## config.mk

```make
export PLATFORM = sky130hd
export DESIGN_NAME = nbit_sh_rx
export DESIGN_NICKNAME = d
export VERILOG_FILES = /design/src/rtl/nbit_sh_rx.sv
export SDC_FILE = /design/constraint.sdc
export NUM_CORES = 1
export LEC_CHECK = 0
export CORE_UTILIZATION = 54
export CTS_CLUSTER_DIAMETER = 60
export DETAILED_ROUTE_END_ITERATION = 16
export PLACE_DENSITY = 0.8
export SLEW_MARGIN = 20
export SYNTH_ARGS = -nofsm -noshare
export SYNTH_HDL_FRONTEND = slang
export SYNTH_SLANG_ARGS = --single-unit
```

## constraint.sdc

```tcl
create_clock -name clk_main -period 5.1 [get_ports clk_main]
set_clock_uncertainty 0.1 [all_clocks]
set_input_delay 1.02 -clock clk_main [delete_from_list [all_inputs] [get_ports clk_main]]
set_output_delay 1.02 -clock clk_main [all_outputs]
set_load 0.03 [all_outputs]
```

## src/rtl/nbit_sh_rx.sv

```systemverilog
// Serial frame receiver: start bit, nbit data bits, optional parity, stop bit.
// The assembled word is held for a downstream consumer behind a valid/ack handshake.
module nbit_sh_rx #(
    parameter int nbit       = 4,
    parameter int msb_first  = 1,
    parameter int parity_en  = 0,
    parameter int parity_odd = 0
) (
    input  logic            clk_main,
    input  logic            reset,
    input  logic            bit_en,
    input  logic            sin,
    input  logic            rd_ack,
    output logic [nbit-1:0] data_out,
    output logic            data_valid,
    output logic            busy,
    output logic            frame_err,
    output logic            parity_err,
    output logic            overrun
);

    localparam int CW = $clog2(nbit + 1);
    localparam logic ODD = (parity_odd != 0);

    typedef enum logic [1:0] {IDLE, DATA, PAR, STOP} state_t;

    state_t          state;
    logic [CW-1:0]   cnt;
    logic [nbit-1:0] shreg;
    logic            bad;

    function automatic logic [nbit-1:0] shift_in(input logic [nbit-1:0] cur, input logic b);
        if (msb_first != 0)
            return {cur[nbit-2:0], b};
        else
            return {b, cur[nbit-1:1]};
    endfunction

    always_ff @(posedge clk_main or negedge reset) begin
        if (!reset) begin
            state      <= IDLE;
            cnt        <= '0;
            shreg      <= '0;
            bad        <= 1'b0;
            data_out   <= '0;
            data_valid <= 1'b0;
            busy       <= 1'b0;
            frame_err  <= 1'b0;
            parity_err <= 1'b0;
            overrun    <= 1'b0;
        end else begin
            frame_err  <= 1'b0;
            parity_err <= 1'b0;
            overrun    <= 1'b0;
            // A delivery later in this block overrides the clear (clear-then-load).
            if (rd_ack && data_valid)
                data_valid <= 1'b0;
            if (bit_en) begin
                case (state)
                    IDLE: begin
                        if (!sin) begin
                            state <= DATA;
                            cnt   <= '0;
                            shreg <= '0;
                            bad   <= 1'b0;
                            busy  <= 1'b1;
                        end
                    end
                    DATA: begin
                        shreg <= shift_in(shreg, sin);
                        cnt   <= cnt + 1'b1;
                        if (cnt == CW'(nbit - 1))
                            state <= (parity_en != 0) ? PAR : STOP;
                    end
                    PAR: begin
                        if (sin != ((^shreg) ^ ODD)) begin
                            bad        <= 1'b1;
                            parity_err <= 1'b1;
                        end
                        state <= STOP;
                    end
                    STOP: begin
                        state <= IDLE;
                        busy  <= 1'b0;
                        if (!sin) begin
                            frame_err <= 1'b1;
                        end else if (!bad) begin
                            if (data_valid && !rd_ack) begin
                                overrun <= 1'b1;
                            end else begin
                                data_out   <= shreg;
                                data_valid <= 1'b1;
                            end
                        end
                    end
                    default: state <= IDLE;
                endcase
            end
        end
    end

endmodule

```

Yosys cells after proc, flatten, opt, wreduce, memory -nomap -nowiden
Index checks and enable logic that the tools add are counted.

Bits in registers: 19. Latch bits: 0. Memory bits (writable): 0. ROM bits: 0. Input bits: 5. Logic and storage cells: 63. Memories: 0.

Add/subtract/negate cells: 1. Multiply operators: 0. Divide/modulo/power cells: 0. Magnitude comparators: 0. Equality and inequality tests: 8. Shifts and indexed selects: 0. Multiplexer cells: 29. Bitwise operators: 2. Reduce and logical (&&, ||, !) cells: 13.

Operators with widths (count): 1-bit two-way mux (20); 3-bit AND reduction (3); 2-bit case mux with 4 select lines (1); 4-bit case mux with 2 select lines (1); 2-bit != test (second input constant) (3); 3-bit case mux with 2 select lines (1); 2-bit nonzero test (3); 5-bit AND reduction (1); 2-bit equality test (second input constant) (2); 2-bit two-way mux (2); 4-bit two-way mux (1); 1-bit case mux with 2 select lines (2); 4-bit AND reduction (1); 4-bit XOR reduction (1); 3-bit by 1-bit adder with 3-bit output (second input constant) (1); 3-bit by 2-bit equality test with 1-bit output (second input constant) (1); 3-bit two-way mux (1); 2-bit by 1-bit equality test with 1-bit output (second input constant) (1); 1-bit logical AND (2); 2-bit zero test (1); 1-bit NOT (2); 1-bit zero test (1); 1-bit != test (1).

Depth between registers and ports, before layout
Depth in word-level cells: 7. Depth in mapped cells: 6.

Worst setup path before layout
No wires, ideal clock.

Path kind: input -> register. From: input sin. To: register data_out[0]. Setup time: 0.125 ns. Data arrival time: 1.705 ns. Data required time: 4.875 ns. Setup slack: 3.170 ns. Stages: 3. Path through: nand4b_1 nor2b_2 mux2_2.

Word-level cells in the longest chain between the ends: 1.

RTL lines: start: declaration (line 12) `input logic sin,`; 5-bit AND reduction (no source line); end signal: assignment (line 91) `data_out <= shreg;`; end: declaration (line 14) `output logic [nbit-1:0] data_out,`.

No other way between the ends. A chain may end at the register's enable or synchronous reset.

Worst setup path after layout
From: register data_valid. To: output data_valid.

RTL lines: start: declaration (line 15) `output logic data_valid,`; start signal: assignment (line 46) `data_valid <= 1'b0;`; start signal: assignment (line 57) `data_valid <= 1'b0;`; start signal: assignment (line 92) `data_valid <= 1'b1;`.

No word-level cell between the ends.

==> results by group <==
Flow run
  – Max cap viols: 0

Yosys
  – Synth Net Count: 79
  – Avg Inst Size Synth: around 13 um2
  – Synth cell types: 24
  – Post-synth EDFFs: 0
  – Post-Synthesis Cells: 67
  – Synth warnings: 0
  – Synth Area in Compound Gates: 0.129
  – Seq/Total Area, Yosys: 0.540
  – Synthesized cell area: 881 um2
  – Adder-cell share of the synthesized area: 0.0994
  – Post-synthesis xor/xnor area fraction: 0.0455
  – Ranking of synthesized cells by area: dfrtp_1 (54%), ha_1 (9.9%), mux2_2 (7.7%)
  – Most frequent cell after synthesis: dfrtp_1
  – Post-synth ARST share: 1.00
  – Area share of the largest cell type after synthesis: 0.540
  – Post-synthesis mux area share: 0.0881
  – Post-synthesis simple-gate area fraction: 0.0710
  – Largest family of logic cells by synthesized area: compound AO/OA/AOI/OAI gates
  – Top FF cell, synth: dfrtp_1
  – Post-synth top cells: dfrtp_1 (19), ha_1 (7), a22o_1 (6), mux2_2 (6), inv_1 (5)
  – Yosys reg bits: 19
  – Leading area contributor after synthesis: dfrtp_1

Worst setup path
  – Worst setup EP type: output port
  – R2R Setup Slk: between 3 and 4 ns
  – Crit-path cells: clkdlybuf4s50_1
  – Critical Path Max Stage Delay: 0.66 ns
  – Crit path max fanout: 2
  – WP data required: 3.98 ns
  – R2R depth: 5
  – Reg-to-Reg Start: state[1]
  – Buffers & Inverters on Critical Path: 1
  – Nature of the critical path startpoint: flip-flop
  – Crit Path Category: flip-flop to output port
  – Top cell family by delay on the critical path: buffers and inverters
  – Critical Path AT: ~1.3 ns
  – Crit-path slowest cell: clkdlybuf4s50_1
  – RR Endpoint: cnt[0]

Placed design
  – Post-DP Area: 0.00103 mm2
  – DP HPWL: 959 um
  – PortBufs: 13
  – Placer Congestion: 0.727
  – DP Worst Slack: roughly 2.4 ns

Worst hold path
  – Hold path depth: 1
  – Hold Crit Class: flip-flop to flip-flop
  – Hold worst-path end: bad
  – Hold path startpoint: bad

Die
  – Io pins: 14
  – Die ar.: 0.00180 mm2
  – Cell row count: 14
  – Die width: 42.4 um
  – Core area: 0.00151 mm2
  – Die H: between 40 and 50 um
  – Initial Util: 0.585

Global routing
  – First-pass GRT wire length: 2380 um
  – Total GRT Usage: 0.182
  – Largest net degree at the start of global routing: 20
  – Number of global-route vias before repair: 561
  – Overflow after GRT: 0
  – Antenna violations before repair: 0

STA
  – Final period util: 0.479
  – Post-route minimum period: between 2 and 2.5 ns
  – RSZ-0062 raised after global routing: no
  – Worst hold slack: 0.396 ns
  – Max-slew headroom: 0.448
  – Worst-margin pin slew: 0.825 ns
  – Setup TNS: 0 ns
  – Setup ws final: between 2 and 3 ns
  – Final hold violation count: 0
  – Fin. max-slew vios: 0
  – Max Freq: 409 MHz
  – Final setup violation count: 0

Cells and area
  – Synth-to-Final Area Change: 19.5%
  – ANT cells: 0
  – Layout cells sized above 1: 0.133
  – Fillers: 109
  – Design Area, Final: 0.00105 mm2
  – Nets: between 90 and 100
  – Final core occ: 0.699

Power
  – Leakage power: around 0.51 nW
  – Max VDD drop: ~0.35 mV
  – PD cells: 589 mW/mm2

Drt
  – Via/cell ratio: 5.48
  – DR iter-0 viols: 5
  – Detailed-route via count: 543
  – Final antenna-violating net count: 0
  – Post-DR wirelength/cell: 13.1 um
  – Routed Wire Length: 1300 um
  – Drt drc: 0
  – DR pass1 iterations: 3

Clock tree
  – Hold buffer count at CTS: 0
  – Post-CTS Repair Setup Buffers: 0
  – Clk buf depth: 2
  – CTS sink cnt: 19
  – Worst skew pair latency: 0.30 ns
  – CTS resizes: 0
  – Clk root buf: clkbuf_4
  – Num CTS Buffers: 3
  – CTS tree: done
  – Clock-pin slew on the worst setup and hold paths: 0.10 ns
  – H-tree levels: 1

Status
  – Status: finished clean
## how the worst max path moves through the flow
stage | slack (ns) | startpoint | to | cells past startpoint
4_1_cts | 2.65 | data_out[0] | data_out[0] | 1
6_report | 2.65 | data_valid | data_valid | 1
3_3_place_gp | 2.48 | sin | data_out[3] | 4
3_5_place_dp | 2.43 | sin | data_out[3] | 4
5_1_grt | 2.60 | data_out[1] | data_out[1] | 1
2_1_floorplan | 3.17 | sin | data_out[0] | 3
## metrics by stage
stage | cells | power (mW)
after global routing | 99 | 0.669
after global placement | 95 | 0.539
after detailed placement | 95 | 0.549
after CTS | 99 | 0.626
after floorplan | 67 | 0.462
final | 99 | 0.620
## power breakdown
group          switching, mW  total (mW)  internal, mW
Combinational          0.142       0.292         0.150
Clock                 0.0467      0.0772        0.0305
Sequential            0.0417       0.250         0.208
## metal layers
| metal | up-vias | global-route usage | share of wire |
|---|---|---|---|
| li1 | 268 | - | - |
| met1 | 259 | 0.238 | 0.46 |
| met2 | 11 | 0.283 | 0.47 |
| met3 | 5 | 0.0302 | 0.036 |
| met4 | 0 | 0.113 | 0.028 |
| met5 | - | 0 | 0 |
## cell type report
type | count | area (um2) | area share
flip-flops and latches | 19 | 475 | 0.452
multi-input cells | 42 | 382 | 0.363
repair buffers | 13 | 130 | 0.124
clock buffers | 4 | 26.3 | 0.0250
well taps | 16 | 20.0 | 0.0190
inverters | 5 | 18.8 | 0.0178
## kinds of logic after synthesis
logic type               Yosys count
XOR/XNOR                           3
buffers and inverters              6
multiplexers                       7
adder cells (fa/ha/maj)            7
flip-flops                        19
AO/OA/AOI/OAI                     14
AND/OR/NAND/NOR                   11
## placed cells by master, fill, tap and decap left out, drive strengths merged, types with 2 or more instances in the layout
master,netlist,routed
a21oi,2,2
a22o,6,6
clkbuf,0,4
clkdlybuf4s50,0,13
dfrtp,19,19
ha,7,7
inv,5,5
mux2,6,6
nand2,3,3
nor2,2,2
o21ai,3,3
## flip-flops by register name (all words and copies together) (netlist names)
name and flops:
data_out 4, shreg 4, cnt 3, state 2
bad 1, busy 1, data_valid 1, frame_err 1
overrun 1, parity_err 1
(Power assumes the default switching activity.)
